--- src/rtl/cdb_arbiter_pkg.sv ---
// Shared CDB definitions: widths, the invalid tag and the {tag, val} entry that the
// ROB and reservation stations reuse.
package cdb_arbiter_pkg;

  localparam int COMMON_WIDTH   = 32;
  localparam int INST_TAG_WIDTH = 6;
  localparam int EX_UNIT_NUM    = 4;

  localparam logic [INST_TAG_WIDTH-1:0] TAG_INVALID = '1;

  typedef struct packed {
    logic [INST_TAG_WIDTH-1:0] tag;
    logic [COMMON_WIDTH-1:0]   val;
  } cdb_entry_t;

  function automatic logic tag_is_valid(input logic [INST_TAG_WIDTH-1:0] t);
    return t != TAG_INVALID;
  endfunction

endpackage

--- src/rtl/cdb_arbiter_if.sv ---
// Result hand-over from the execution units plus the registered CDB broadcast.
interface cdb_arbiter_if
  import cdb_arbiter_pkg::*;
#(
  parameter int N_SRC  = EX_UNIT_NUM,
  parameter int DATA_W = COMMON_WIDTH,
  parameter int TAG_W  = INST_TAG_WIDTH
) ();

  // Transfer on posedge when src_valid[i] & src_ready[i]; a unit holds src_valid
  // with stable tag/val until that edge. wb_en is a one-cycle pulse, no backpressure.
  logic [N_SRC-1:0]        src_valid;
  logic [N_SRC-1:0]        src_ready;
  logic [N_SRC*TAG_W-1:0]  src_tag;
  logic [N_SRC*DATA_W-1:0] src_val;
  logic                    wb_en;
  logic [TAG_W-1:0]        wb_tag;
  logic [DATA_W-1:0]       wb_val;

  modport master (
    output src_valid, src_tag, src_val,
    input  src_ready, wb_en, wb_tag, wb_val
  );

  modport slave (
    input  src_valid, src_tag, src_val,
    output src_ready, wb_en, wb_tag, wb_val
  );

endinterface

--- src/rtl/cdb_arbiter_rr_pick.sv ---
// Combinational round-robin picker: first requester at or after ptr, wrapping.
module cdb_arbiter_rr_pick #(
  parameter int N  = 4,
  parameter int PW = $clog2(N)
) (
  input  logic [N-1:0]  req_i,
  input  logic [PW-1:0] ptr_i,
  output logic [N-1:0]  gnt_o,
  output logic [PW-1:0] gnt_idx_o,
  output logic          any_o
);

  int            sum;
  logic [PW-1:0] idx;

  always_comb begin
    gnt_o     = '0;
    gnt_idx_o = '0;
    any_o     = 1'b0;
    sum       = 0;
    idx       = '0;
    for (int i = 0; i < N; i++) begin
      sum = int'(ptr_i) + i;
      idx = PW'((sum >= N) ? (sum - N) : sum);
      if (!any_o && req_i[idx]) begin
        any_o      = 1'b1;
        gnt_o[idx] = 1'b1;
        gnt_idx_o  = idx;
      end
    end
  end

endmodule

--- src/rtl/cdb_arbiter.sv ---
// CDB writeback arbiter: one holding slot per execution unit, round-robin grant,
// registered broadcast. Flush drops every pending result but never a visible one.
module cdb_arbiter
  import cdb_arbiter_pkg::*;
#(
  parameter int N_SRC  = EX_UNIT_NUM,
  parameter int DATA_W = COMMON_WIDTH,
  parameter int TAG_W  = INST_TAG_WIDTH
) (
  input  logic          clk,
  input  logic          rst,
  input  logic          flush,
  cdb_arbiter_if.slave  bus,
  output logic          busy
);

  localparam int               PW      = $clog2(N_SRC);
  localparam logic [TAG_W-1:0] TAG_INV = TAG_W'(TAG_INVALID);

  logic [N_SRC-1:0]  slot_vld_q, slot_vld_d;
  logic [TAG_W-1:0]  slot_tag_q [N_SRC];
  logic [TAG_W-1:0]  slot_tag_d [N_SRC];
  logic [DATA_W-1:0] slot_val_q [N_SRC];
  logic [DATA_W-1:0] slot_val_d [N_SRC];
  logic [PW-1:0]     rr_ptr_q, rr_ptr_d;
  logic              wb_en_q, wb_en_d;
  logic [TAG_W-1:0]  wb_tag_q, wb_tag_d;
  logic [DATA_W-1:0] wb_val_q, wb_val_d;

  logic [N_SRC-1:0]  gnt;
  logic [PW-1:0]     gnt_idx;
  logic              gnt_any;
  logic [N_SRC-1:0]  ready;
  logic [N_SRC-1:0]  xfer;

  cdb_arbiter_rr_pick #(.N(N_SRC), .PW(PW)) u_pick (
    .req_i     (slot_vld_q),
    .ptr_i     (rr_ptr_q),
    .gnt_o     (gnt),
    .gnt_idx_o (gnt_idx),
    .any_o     (gnt_any)
  );

  // A granted slot frees up at this edge, so its unit may refill it back-to-back.
  assign ready = {N_SRC{~rst & ~flush}} & (~slot_vld_q | gnt);
  assign xfer  = bus.src_valid & ready;

  assign bus.src_ready = ready;
  assign bus.wb_en     = wb_en_q;
  assign bus.wb_tag    = wb_tag_q;
  assign bus.wb_val    = wb_val_q;
  assign busy          = (|slot_vld_q) | wb_en_q;

  always_comb begin
    slot_vld_d = slot_vld_q;
    slot_tag_d = slot_tag_q;
    slot_val_d = slot_val_q;
    rr_ptr_d   = rr_ptr_q;
    wb_en_d    = 1'b0;
    wb_tag_d   = TAG_INV;
    wb_val_d   = wb_val_q;

    if (gnt_any && !flush) begin
      wb_en_d  = 1'b1;
      wb_tag_d = slot_tag_q[gnt_idx];
      wb_val_d = slot_val_q[gnt_idx];
      rr_ptr_d = (gnt_idx == PW'(N_SRC - 1)) ? '0 : gnt_idx + 1'b1;
    end

    for (int i = 0; i < N_SRC; i++) begin
      if (flush) begin
        slot_vld_d[i] = 1'b0;
      end else if (xfer[i]) begin
        // An invalid tag completes the handshake but leaves the slot empty.
        slot_vld_d[i] = bus.src_tag[i*TAG_W +: TAG_W] != TAG_INV;
        slot_tag_d[i] = bus.src_tag[i*TAG_W +: TAG_W];
        slot_val_d[i] = bus.src_val[i*DATA_W +: DATA_W];
      end else if (gnt[i]) begin
        slot_vld_d[i] = 1'b0;
      end
    end
  end

  always_ff @(posedge clk) begin
    if (rst) begin
      slot_vld_q <= '0;
      rr_ptr_q   <= '0;
      wb_en_q    <= 1'b0;
      wb_tag_q   <= TAG_INV;
      wb_val_q   <= '0;
    end else begin
      slot_vld_q <= slot_vld_d;
      rr_ptr_q   <= rr_ptr_d;
      wb_en_q    <= wb_en_d;
      wb_tag_q   <= wb_tag_d;
      wb_val_q   <= wb_val_d;
    end
  end

  // Payload is qualified by slot_vld_q, so it needs no reset.
  always_ff @(posedge clk) begin
    slot_tag_q <= slot_tag_d;
    slot_val_q <= slot_val_d;
  end

endmodule

--- src/flat_wrapper.sv ---
// flat-port wrapper written by rule: the top's interface ports become plain ports
module cdb_arbiter_flat import cdb_arbiter_pkg::*;
#(
  parameter int N_SRC  = EX_UNIT_NUM,
  parameter int DATA_W = COMMON_WIDTH,
  parameter int TAG_W  = INST_TAG_WIDTH
)
  (clk, rst, flush, busy, bus_src_valid, bus_src_tag, bus_src_val, bus_src_ready, bus_wb_en, bus_wb_tag, bus_wb_val);
  cdb_arbiter_if #(.N_SRC(N_SRC), .DATA_W(DATA_W), .TAG_W(TAG_W)) bus_i ();
  input  logic clk;
  input  logic rst;
  input  logic flush;
  output logic busy;
  input wire logic [$bits(bus_i.src_valid)-1:0] bus_src_valid;
  input wire logic [$bits(bus_i.src_tag)-1:0] bus_src_tag;
  input wire logic [$bits(bus_i.src_val)-1:0] bus_src_val;
  output wire logic [$bits(bus_i.src_ready)-1:0] bus_src_ready;
  output wire logic [$bits(bus_i.wb_en)-1:0] bus_wb_en;
  output wire logic [$bits(bus_i.wb_tag)-1:0] bus_wb_tag;
  output wire logic [$bits(bus_i.wb_val)-1:0] bus_wb_val;
  assign bus_i.src_valid = bus_src_valid;
  assign bus_i.src_tag = bus_src_tag;
  assign bus_i.src_val = bus_src_val;
  assign bus_src_ready = bus_i.src_ready;
  assign bus_wb_en = bus_i.wb_en;
  assign bus_wb_tag = bus_i.wb_tag;
  assign bus_wb_val = bus_i.wb_val;
  cdb_arbiter #(.N_SRC(N_SRC), .DATA_W(DATA_W), .TAG_W(TAG_W)) u_core (.clk(clk), .rst(rst), .flush(flush), .bus(bus_i), .busy(busy));
endmodule
--- config.mk ---
export PLATFORM = sky130hd
export DESIGN_NAME = cdb_arbiter_flat
export DESIGN_NICKNAME = d
export VERILOG_FILES = /design/src/rtl/cdb_arbiter_pkg.sv /design/src/rtl/cdb_arbiter_if.sv /design/src/rtl/cdb_arbiter_rr_pick.sv /design/src/rtl/cdb_arbiter.sv /design/src/flat_wrapper.sv
export SDC_FILE = /design/constraint.sdc
export NUM_CORES = 1
export LEC_CHECK = 0
export ABC_CLOCK_PERIOD_IN_PS = 4980
export CORE_MARGIN = 3
export CORE_UTILIZATION = 49
export DETAILED_ROUTE_END_ITERATION = 16
export PLACE_DENSITY = 0.79
export SETUP_SLACK_MARGIN = 0.05
export SLEW_MARGIN = 20
export SYNTH_ARGS = -nofsm -noshare
export SYNTH_HDL_FRONTEND = slang
export SYNTH_SLANG_ARGS = --single-unit
--- constraint.sdc ---
create_clock -name clk -period 4.98 [get_ports clk]
set_input_delay 0.498 -clock clk [delete_from_list [all_inputs] [get_ports clk]]
set_output_delay 0.498 -clock clk [all_outputs]
set_load 0.02 [all_outputs]
Word-level counts from Yosys, hierarchy flattened:

Cells that the tools add are included.

* bits in registers: 197
* bits in latches: 0
* memory bits (writable): 0
* bits in read-only memories: 0
* output and inout bits: 44
* word-level logic and storage cells: 126
* memories kept: 0

* add/sub/neg operators: 8
* multiply operators: 0
* divide/modulo/power cells: 0
* magnitude comparators: 13
* eq/ne operators: 5
* shift operators: 0
* muxes and demuxes: 48
* bitwise gates (word level): 13
* reductions and logical operators: 23

Operators by type and width (count)
* $bmux W32 S2: 1
* $mux W32: 2
* $ne A6 B6 Y1 const B: 4
* $mux W1: 21
* $mux W2: 9
* $mux W4: 4
* $or A4 B4 Y4: 4
* $bmux W6 S2: 1
* $ge A3 B3 Y1 const B: 4
* $lt A2 B3 Y1 const B: 4
* $mux W6: 2
* $and A4 B4 Y4: 2
* $bmux W1 S2: 4
* $demux W1 S2: 4
* $ge A2 B1 Y1 const B: 4
* $logic_and A1 B1 Y1: 8
* $reduce_and A2 Y1: 4
* $reduce_bool A2 Y1: 4
* $sub A2 B1 Y2 const B: 4
* $add A2 B2 Y3 const B: 2
* $logic_not A1 Y1: 4
* $not A4 Y4: 1
* $reduce_or A2 Y1: 2
* $reduce_or A4 Y1: 1
* 8 further kinds: 10

Longest topological paths before layout:

Gate-level depths: netlist (run 1).

* depth in word-level cells: 18
* depth in mapped cells: 12
* gate-level depth less buffers: 8

By module:

From an unflattened synthesis (run 1), not the netlist that was laid out.

* cells, all modules: 448
* area, all modules: 7842.5 um^2

By module, submodules not included
* cdb_arbiter: times used 1, cells each 403, area each 7420.9 um^2
* cdb_arbiter_rr_pick: times used 1, cells each 45, area each 421.7 um^2

Least setup slack after synthesis (run 1):

OpenSTA, ideal clock, no wires.

* path type: reg-to-reg
* start point: reg u_core.rr_ptr_q[0]
* end point: reg u_core.slot_tag_q[0] (netlist name) (enable)
* setup time: 399 ps
* data arrival time: 3078 ps
* data required time: 4581 ps
* slack: 1503 ps
* stages on the path, launching flop included: 10
* path buffers: 2
* clock period less this slack: 3477 ps
* cell sequence: dfxtp_1 buf_6 buf_2 inv_2 ha_1 mux4_2 nor2b_2 a221oi_1 o211ai_1 and3_1

* longest elaborated chain between the ends: 18
* elaborated cells between the ends (all ways): 63
* classes of those cells: add/sub (7); order compare (12); mux (27); bitwise (6); reduce/logical (11)

Ends and longest elaborated chain
* start: declaration: line cdb_arbiter.sv:25 `logic [PW-1:0] rr_ptr_q, rr_ptr_d;`
* start signal: assignment: line cdb_arbiter.sv:93 `rr_ptr_q <= rr_ptr_d;`
* parallel branches: the longest is 13 deep, another holds $add A2 B1 Y3
* $mux W4 *: line cdb_arbiter_rr_pick.sv:25 `if (!any_o && req_i[idx]) begin`
* $or A4 B4 Y4 *: line cdb_arbiter.sv:45 `assign ready = {N_SRC{~rst & ~flush}} & (~slot_vld_q | gnt);`
* $and A4 B4 Y4 *: line cdb_arbiter.sv:45
* $and A4 B4 Y4 *: line cdb_arbiter.sv:46 `assign xfer = bus.src_valid & ready;`
* $reduce_and A2 Y1 (no line) *
* end signal: assignment: line cdb_arbiter.sv:102 `slot_tag_q <= slot_tag_d;`
* end: declaration: line cdb_arbiter.sv:21 `logic [TAG_W-1:0] slot_tag_q [N_SRC];`

Every way passes the cells marked *. The select of a mux whose other input is x is not followed.
A chain may end at the register's enable or synchronous reset.

Worst setup path after layout (run 1):

* start point: reg u_core.rr_ptr_q[1]
* end point: out bus_src_ready[1]

* longest elaborated chain between the ends: 16
* elaborated cells between the ends (all ways): 61
* classes of those cells: add/sub (7); order compare (12); mux (27); bitwise (5); reduce/logical (10)

Ends and longest elaborated chain
* parallel branches: the longest is 13 deep, another holds $add A2 B1 Y3
* $mux W4 *: line cdb_arbiter_rr_pick.sv:25
* $or A4 B4 Y4 *: line cdb_arbiter.sv:45
* $and A4 B4 Y4 *: line cdb_arbiter.sv:45
* end: declaration: line flat_wrapper.sv:17 `output wire logic [$bits(bus_i.src_ready)-1:0] bus_src_ready;`

Marks and branches as above.

==> flow_metrics.tcl, run 1 <==
set metrics [dict create \
    cp_slowest_stage_delay_ns 0.61 \
    fin_skew_ns 0.00803 \
    io_buffers 202 \
    path_clk_slew_ns 0.07 \
    initial_utilization_pct 50.9 \
    yosys_warnings 0 \
    hold_buffers 0 \
    die_h_um 136 \
    yosys_register_bits 197 \
    end_kind "output pin" \
    gp_congestion 0.941 \
    clkLatencyLatePin_ns 0.44 \
    n_antenna_cell 0 \
    overflow 0 \
    rsz0062_at_grt "no" \
    drv_cap 0 \
    final_max_slew_viol_count 0 \
    cts_tree "done" \
    clock_sinks 197 \
    drc 0 \
    crit_buf_inv 2 \
    hpwlAfterDp_um 15900 \
    vdd_ir_drop_max_uv 301 \
    multi_input_area_sq_um 2600 \
    fp.dieW_um 136 \
    placedCellCount 996 \
    ys_seq_area_share_pct 66.3 \
    synthDistinctLibCells 53 \
    register_area_sq_um 5470 \
    post_cts_resized 0 \
    cpLargestDelayFamily "buffers and inverters" \
    core-area_sq_um 16200 \
    status "finished clean" \
    cp.arrival_ns 3.77 \
    path_cells "inv_1 > ha_1 > mux4_2 > nor2b_2 > a221oi_1 > o211ai_1 > and2_1 > clkdlybuf4s50_1" \
    power_density_nw_per_um2 368 \
    grt_pass1_vias 6436 \
    fin_tns_setup_ns 0 \
    ios 203 \
    fin_crit_sh_pct 85.8 \
    fin_crit_ns 4.27 \
    wl_met2_um 12000 \
    drtAntennaViolNets 0 \
    dominantRegCellSynth "edfxtp_1" \
    grt_pass1_wl_um 34800 \
    cts-root-buf "clkbuf_16" \
    nFillCells 1079 \
    die-area_sq_um 18400 \
    fmax_mhz 234 \
    route.met3.wl_um 1610 \
    worst_ep_required_time_ns 4.48 \
    critPathMaxFanout 11 \
    final_cells 1028 \
    synthesis.area_sq_um 8240 \
    syn_nets 775 \
    area_delta_synth_final_pct 35.1 \
    hp-class "reg -> reg" \
    setup_slack_ns 0.708 \
    layout_commonest_cell "clkdlybuf4s50_1" \
    grt_max_degree 39 \
    cts_made_buffers 17 \
    rows 46 \
    startpoint_type "register" \
    top_layer_used "met4" \
    r2r-start "u_core.rr_ptr_q[1]$_SDFFE_PP0P_" \
    grt_usage_pct 25.0 \
    leakage_nw 3.95 \
    wl_per_cell_um 22.3 \
    first_pass_iters 7 \
    drtIter0Drc 856 \
    ys_async_sr_fraction_pct 0 \
    synthCells 610 \
    grt_antenna_before_repair 0 \
    min-delay-start "u_core.bus.wb_val[26]$_SDFFE_PP0P_" \
    hold_violations 0 \
    route.vias.total 6208 \
    ctsLongestPathBuffers 2 \
    final_cell_area_sq_um 11100 \
    finalPower_w 0.00410 \
    post-cts-setup-buffers 0 \
    slowest_stage "clkdlybuf4s50_1" \
    crit_start "u_core.rr_ptr_q[1]$_SDFFE_PP0P_" \
    drt-total-wl_um 22900 \
    setup_viol 0 \
    routed_via_density 6.04 \
    htree_levels 4 \
    synth_edf_count 152 \
    max-slew-margin-rel_pct 39.7 \
    layout_common_cells "clkdlybuf4s50_1, edfxtp_1, nand2_1" \
    syn_area_per_cell_sq_um 13.5 \
    worstSetupPathType "reg -> out" \
    dp_slack_ns 1.21 \
    drt-met1-wl_um 8500 \
    drive_gt1_share_pct 8.87 \
    tightest_slew_ns 0.886 \
    placed_cell_area_sq_um 10500 \
    layout.nets 964 \
]
[metal layers]
layer / vias to the layer above / global-route usage [%]
met5: - / 0
met4: 0 / 11.1
met3: 60 / 4.68
met2: 340 / 43.8
met1: 3024 / 29.9
li1: 2784 / -
[cells by family (layout without fill, tap and decap cells)]
| group | Yosys count | count (layout) | synth area share (%) |
|---|---|---|---|
| flops | 197 | 197 | 66.3 |
| xor+xnor | 1 | 1 | 0.106 |
| mux | 58 | 58 | 7.71 |
| compound gates | 140 | 140 | 13.7 |
| fa+ha+maj | 6 | 6 | 0.911 |
| simple gates | 160 | 160 | 8.60 |
| buf+inv | 48 | 250 | 2.61 |
[where the power goes]
group / internal, W / switching [W] / leakage, nW
Combinational: 0.000349 / 0.000387 / 1.90
Clock: 0.000844 / 0.000619 / 0.293
Sequential: 0.00185 / 0.0000460 / 1.76
[tightest hold or removal path, delay by kind of cell, from the launching register on]
kind / cells / cell delay (ns)
AO/OA/AOI/OAI: 1 / 0.06
flip-flops: 1 / 0.32
AND/OR/NAND/NOR: 1 / 0.05
[area by class of cell]
cell class	count	area share (%)
Inverter	4	0.135
Sequential cell	197	49.1
Timing Repair Buffer	214	19.3
Clock buffer	17	3.82
Tap cell	216	2.43
Clock inverter	15	1.83
Multi-Input combinational cell	365	23.4
[sequential cells by signal, summed over array words and instances, names as in the netlist]
name,count
u_core.rr_ptr_q,2
u_core.bus.wb_en,1
u_core.bus.wb_tag,6
u_core.bus.wb_val,32
u_core.slot_tag_q,24
u_core.slot_vld_q,4
u_core.slot_val_q,128
[cell usage after synthesis, types with 7 or more instances]
cell type / instances / area share [%]
nand2_1: 112 / 5.1
a31oi_1: 31 / 2.4
o221ai_1: 32 / 3.4
dfxtp_1: 45 / 11
edfxtp_1: 152 / 55
clkbuf_1: 25 / 1.1
nor2_1: 15 / 0.68
mux2_2: 10 / 1.4
o211ai_1: 7 / 0.64
mux2i_1: 43 / 5.2
buf_2: 13 / 0.79
a221o_1: 30 / 3.6
[path summary, 6_finish.rpt]
path | endpoint | cells past startpoint | slack (ns)
setup reg to reg | u_core.slot_tag_q[14]$_DFFE_PP_ | 8 | 1.28
setup / recovery | bus_src_ready[1] | 8 | 0.71
hold / removal | u_core.bus.wb_val[26]$_SDFFE_PP0P_ | 2 | 0.47
hold reg to reg | u_core.bus.wb_val[26]$_SDFFE_PP0P_ | 2 | 0.47
[stage by stage]
| step | hold WS (ns) | util, % |
|---|---|---|
| final | 0.468 | 68.8 |
| after global routing | 0.488 | 68.8 |
| after CTS | 0.466 | 68.8 |
| after detailed placement | 0.450 | 64.9 |
| after global placement | 0.446 | 64.9 |
| after floorplan | 0.516 | - |
Note: power is estimated with default switching activity, not from simulation.
==> run 2, diff against run 1 <==
--- a/config.mk
+++ b/config.mk
@@ -7,11 +7,13 @@
 export LEC_CHECK = 0
 export ABC_CLOCK_PERIOD_IN_PS = 4980
 export CORE_MARGIN = 3
-export CORE_UTILIZATION = 49
+export CORE_UTILIZATION = 45
 export DETAILED_ROUTE_END_ITERATION = 16
-export PLACE_DENSITY = 0.79
+export PLACE_DENSITY = 0.75
+export REMOVE_ABC_BUFFERS = 1
 export SETUP_SLACK_MARGIN = 0.05
 export SLEW_MARGIN = 20
 export SYNTH_ARGS = -nofsm -noshare
 export SYNTH_HDL_FRONTEND = slang
+export SYNTH_HIERARCHICAL = 1
 export SYNTH_SLANG_ARGS = --single-unit
==> run 2 against run 1 <==
Effect of this change: clock power decreased by 9.6%; critical endpoint unchanged; via count decreased by 25%; largest cell class unchanged; flip-flop and latch count unchanged; count of clock-buffer cells in the layout increased by 5.
==> flow_metrics.tcl, run 2 <==
set metrics [dict create \
    status "finished clean" \
    synthDistinctLibCells 40 \
    synthesis.area_sq_um 7840 \
    clock_sinks 197 \
    die-area_sq_um 19000 \
    layout.nets 816 \
    placed_cell_area_sq_um 9980 \
    fin_crit_ns 4.21 \
    io_buffers 202 \
    final_max_slew_viol_count 0 \
    syn_area_per_cell_sq_um 17.5 \
    final_cell_area_sq_um 10500 \
    max-slew-margin-rel_pct 31.9 \
    routed_via_density 5.30 \
    rsz0062_at_grt "no" \
    htree_levels 4 \
    multi_input_area_sq_um 2150 \
    drtAntennaViolNets 0 \
    layout_commonest_cell "clkdlybuf4s50_1" \
    netlist.area_leader.share_pct 58.2 \
    ios 203 \
    setup_slack_ns 0.775 \
    yosys_register_bits 197 \
    core-area_sq_um 16800 \
    ys_seq_area_share_pct 69.7 \
    end_kind "output pin" \
    dominantRegCellSynth "edfxtp_1" \
    vdd_ir_drop_max_uv 246 \
    synth_top_area_cell "edfxtp_1" \
    cts_tree "done" \
    clkLatencyLatePin_ns 0.42 \
    leakage_nw 3.79 \
    grt_pass1_wl_um 28700 \
    placedCellCount 852 \
    grt_max_degree 39 \
    hp-class "reg -> reg" \
    register_area_sq_um 5470 \
    wl_per_cell_um 21.1 \
    overflow 0 \
    path_cells "inv_1 > ha_1 > mux4_2 > nor4b_4 > a22oi_1 > o21ai_0 > nand2b_1 > and2_1 > clkdlybuf4s50_1" \
    rows 47 \
    fin_skew_ns 0.0129 \
    fmax_mhz 238 \
    dp_slack_ns 1.24 \
    grt_antenna_before_repair 1 \
    fp.dieW_um 138 \
    grt_usage_pct 19.5 \
    n_antenna_cell 0 \
    ys_async_sr_fraction_pct 0 \
    ctsLongestPathBuffers 2 \
    startpoint_type "register" \
    post-cts-setup-buffers 0 \
    drc 0 \
    reg2regPathDepth 9 \
    cts_made_buffers 17 \
    critPathMaxFanout 14 \
    synth_common_cells "edfxtp_1, mux2i_1, dfxtp_1, a21o_1, o22ai_2" \
    initial_utilization_pct 46.6 \
    path_clk_slew_ns 0.06 \
    worst_ep_required_time_ns 4.48 \
    die_h_um 138 \
    nFillCells 1248 \
    grt_pass1_vias 5003 \
    min-delay-start "u_core/bus.wb_val[22]$_SDFFE_PP0P_" \
    drt-total-wl_um 18600 \
    drtIter0Drc 311 \
    r2r-start "u_core/rr_ptr_q[0]$_SDFFE_PP0P_" \
    gp_congestion 0.911 \
    first_pass_iters 4 \
    synth.most_common_cell "edfxtp_1" \
    largest_reg_flops 128 \
    setup_viol 0 \
    fin_crit_sh_pct 84.4 \
    crit_start "u_core/rr_ptr_q[0]$_SDFFE_PP0P_" \
    tightest_slew_ns 1.02 \
    hold_violations 0 \
    regMostFlops "u_core/slot_val_q" \
    hpwlAfterDp_um 12400 \
    power_density_nw_per_um2 426 \
    worstSetupPathType "reg -> out" \
    drive_gt1_share_pct 12.7 \
    layout_common_cells "clkdlybuf4s50_1, edfxtp_1, mux2i_1" \
    final_cells 883 \
    route.vias.total 4682 \
    synthCells 448 \
    hold_path_depth 1 \
    post_cts_resized 0 \
    yosys_warnings 6 \
    hold_buffers 0 \
    cp_slowest_stage_delay_ns 0.69 \
    slowest_stage "dfxtp_1" \
    synth_edf_count 152 \
    synth_area_leaders "edfxtp_1, dfxtp_1, mux2i_1" \
    cp.arrival_ns 3.71 \
    drv_cap 0 \
    area_delta_synth_final_pct 34.5 \
    cts-root-buf "clkbuf_16" \
]
run 2: per-stage QoR:
stage	TNS (ns)	hold slack, ns	total power (W)	utilization [%]
after detailed placement	0	0.440	0.00322	59.3
after CTS	0	0.455	0.00453	62.7
after floorplan	-0.457	0.521	0.00276	-
final	0	0.451	0.00449	62.7
after global routing	0	0.467	0.00467	62.7
after global placement	0	0.436	0.00318	59.3
run 2: power breakdown:
part / internal (W) / leakage [nW] / total, W / switching (W)
Clock: 0.000733 / 0.274 / 0.00132 / 0.000584
Sequential: 0.00190 / 1.76 / 0.00198 / 0.0000748
Combinational: 0.000598 / 1.76 / 0.00119 / 0.000595
Total: 0.00324 / 3.79 / 0.00449 / 0.00125
run 2: final timing paths:
kind                                        endpoint  slack, ns
hold / removal    u_core/bus.wb_val[22]$_SDFFE_PP0P_       0.45
hold reg to reg   u_core/bus.wb_val[22]$_SDFFE_PP0P_       0.45
setup reg to reg  u_core/bus.wb_val[30]$_SDFFE_PP0P_       1.20
setup / recovery                    bus_src_ready[1]       0.77
run 2: kinds of logic after synthesis:
kind of cell	after synthesis	synth area share, %
AND/OR/NAND/NOR	51	3.91
multiplexers	79	12.1
buffers and inverters	27	3.40
AO/OA/AOI/OAI	88	9.97
adder cells (fa/ha/maj)	6	0.957
flip-flops	197	69.7
run 2: critical path: cells and delay by family, from the launching register on:
kind,cells,cell delay (ns)
buffers and inverters,2,0.74
and+or+nand+nor,3,0.76
AOI/OAI and AO/OA,2,0.28
adders and majority gates,1,0.39
muxes,1,0.44
DFF,1,0.69
run 2: cell type report:
cell class / instances / share of cell area, %
sequential: 197 / 51.8
multi-input combinational: 224 / 20.4
clock inverter: 9 / 0.890
tap: 220 / 2.61
clock buffer: 22 / 4.50
timing repair buffer: 207 / 19.6
inverter: 4 / 0.142
run 2: metal layers:
layer,GRT usage (%),up-vias,wire length [um]
met4,4.73,2,155
met2,31.8,201,8980
met1,25.7,2295,8140
met3,6.46,17,1310
met5,0,-,7
li1,-,2167,-
==> run 3, diff against run 2 <==
--- a/config.mk
+++ b/config.mk
@@ -5,7 +5,7 @@
 export SDC_FILE = /design/constraint.sdc
 export NUM_CORES = 1
 export LEC_CHECK = 0
-export ABC_CLOCK_PERIOD_IN_PS = 4980
+export ABC_CLOCK_PERIOD_IN_PS = 4300
 export CORE_MARGIN = 3
 export CORE_UTILIZATION = 45
 export DETAILED_ROUTE_END_ITERATION = 16
==> constraint.sdc (replaced) <==
create_clock -name clk -period 4.3 [get_ports clk]
set_input_delay 0.43 -clock clk [delete_from_list [all_inputs] [get_ports clk]]
set_output_delay 0.43 -clock clk [all_outputs]
set_load 0.02 [all_outputs]
==> run 3 against run 2 <==
Effect of this change: final area grew 0.82%; critical endpoint unchanged; sequential power rose by 16%; routed wire length rose by 7.3%; flip-flop and latch count did not move; highest routed layer is now met4; die area did not move; largest cell class unchanged; hold slack better by 0.0074 ns.
==> flow_metrics.tcl, run 3 (synthesized netlist as in run 2, its figures left out) <==
set metrics [dict create \
    regMostFlops "u_core/slot_val_q" \
    largest_reg_flops 128 \
    cp_slowest_stage_delay_ns 0.60 \
    area_delta_synth_final_pct 35.6 \
    final_cell_area_sq_um 10600 \
    layout_common_cells "clkdlybuf4s50_1, edfxtp_1, mux2i_1" \
    vdd_ir_drop_max_uv 340 \
    grt_pass1_vias 5197 \
    drtIter0Drc 423 \
    clock_sinks 197 \
    gp_congestion 0.863 \
    cts-root-buf "clkbuf_16" \
    path_cells "inv_1 > ha_1 > mux4_2 > nor4b_4 > a22oi_1 > o21ai_0 > nand2b_1 > and2_1 > clkdlybuf4s50_1" \
    max-slew-margin-rel_pct 37.7 \
    fin_skew_ns 0.0107 \
    overflow 0 \
    layout.nets 818 \
    r2r-end "u_core/bus.wb_val[23]$_SDFFE_PP0P_" \
    hp-class "reg -> reg" \
    path_clk_slew_ns 0.06 \
    n_antenna_cell 0 \
    min-delay-start "u_core/bus.wb_val[25]$_SDFFE_PP0P_" \
    wl_per_cell_um 22.5 \
    hpwlAfterDp_um 13500 \
    placed_cell_area_sq_um 10000 \
    initial_utilization_pct 46.6 \
    die_h_um 138 \
    rsz0062_at_grt "no" \
    worst_ep_required_time_ns 3.87 \
    grt_usage_pct 21.0 \
    tightest_slew_ns 0.932 \
    fp.dieW_um 138 \
    drc 0 \
    ios 203 \
    ctsLongestPathBuffers 2 \
    hold_violations 0 \
    cts_tree "done" \
    setup_viol 0 \
    grt_max_degree 42 \
    io_buffers 202 \
    layout_commonest_cell "clkdlybuf4s50_1" \
    fmax_mhz 250 \
    cts_made_buffers 17 \
    end_kind "output pin" \
    leakage_nw 3.82 \
    final_max_slew_viol_count 0 \
    min_to "u_core/bus.wb_val[25]$_SDFFE_PP0P_" \
    die-area_sq_um 19000 \
    drtAntennaViolNets 0 \
    grt_pass1_wl_um 30600 \
    critPathMaxFanout 10 \
    r2r_slack_ns 0.64 \
    htree_levels 4 \
    cp.arrival_ns 3.57 \
    fin_crit_sh_pct 93.0 \
    drv_cap 0 \
    first_pass_iters 5 \
    startpoint_type "register" \
    hold_path_depth 1 \
    r2r-start "u_core/rr_ptr_q[1]$_SDFFE_PP0P_" \
    slowest_stage "clkdlybuf4s50_1" \
    worstSetupPathType "reg -> out" \
    routed_via_density 5.51 \
    status "finished clean" \
    fin_util_pct 63.2 \
    power_density_nw_per_um2 497 \
    clkLatencyLatePin_ns 0.43 \
    reg2regPathDepth 10 \
    route.vias.total 4882 \
    rows 47 \
    core-area_sq_um 16800 \
    hold_buffers 0 \
    drive_gt1_share_pct 12.9 \
    grt_antenna_before_repair 0 \
    drt-total-wl_um 20000 \
    fin_crit_ns 4.00 \
]
==> run 3: cell count changes in the layout (fill, tap and decap cells not counted), sizes merged <==
cell,before,now
clkinvlp,2,3
inv,7,6
clkbuf,22,23
clkinv,3,2
buf,5,7
bufinv,1,2
==> run 3: power by group <==
| group | leakage, nW | total, W | internal, W | switching [W] |
|---|---|---|---|---|
| registers | 1.76 | 0.00230 | 0.00221 | 0.0000954 |
| clock network | 0.276 | 0.00158 | 0.000897 | 0.000685 |
| logic | 1.78 | 0.00141 | 0.000702 | 0.000704 |
==> run 3: area by class of cell <==
type,count,area [sq um]
Clock buffer,23,468
Tap cell,220,275
Sequential cell,197,5470
Multi-Input combinational cell,224,2150
Fill cell,1214,6190
Inverter,4,15.0
Clock inverter,9,120
Timing Repair Buffer,209,2140
==> run 3: through the flow <==
stage	cells	worst slack [ns]	power [W]	hold WS [ns]	TNS (ns)
floorplan	425	-0.751	0.00319	0.502	-26.76
global placement	854	0.690	0.00370	0.435	0
detailed placement	854	0.513	0.00374	0.442	0
CTS	886	0.183	0.00532	0.458	0
global route	886	0.120	0.00549	0.474	0
finish	886	0.303	0.00529	0.458	0
==> run 3: what timing repair did <==
item	CTS	global route
buffers inserted	0	0
endpoints found under the setup margin	0	4
gates resized for setup	0	1
==> run 3: how the worst max path moves through the flow <==
stage	start	slack, ns	endpoint
4_1_cts	u_core/rr_ptr_q[0]$_SDFFE_PP0P_	0.18	bus_src_ready[2]
3_3_place_gp	u_core/rr_ptr_q[0]$_SDFFE_PP0P_	0.69	u_core/bus.wb_val[30]$_SDFFE_PP0P_
6_report	u_core/rr_ptr_q[1]$_SDFFE_PP0P_	0.30	bus_src_ready[1]
2_1_floorplan	u_core/rr_ptr_q[0]$_SDFFE_PP0P_	-0.75	u_core/bus.wb_tag[0]$_SDFF_PP1_
5_1_grt	u_core/rr_ptr_q[1]$_SDFFE_PP0P_	0.12	bus_src_ready[0]
3_5_place_dp	u_core/rr_ptr_q[0]$_SDFFE_PP0P_	0.51	u_core/bus.wb_val[15]$_SDFFE_PP0P_
==> run 3: layer usage <==
layer / GRT usage [%] / vias up / wire, um
met4: 5.46 / 0 / 217
met2: 34.1 / 260 / 9670
li1: - / 2170 / -
met5: 0 / - / 0
met1: 28.5 / 2430 / 8610
met3: 5.25 / 22 / 1460
==> run 3: critical path: cells and delay by family (launching register included) <==
kind / cells / cell delay (ns)
AO/OA/AOI/OAI: 2 / 0.27
buffers and inverters: 2 / 0.76
multiplexers: 1 / 0.45
adder cells (fa/ha/maj): 1 / 0.38
flip-flops: 1 / 0.53
AND/OR/NAND/NOR: 3 / 0.75
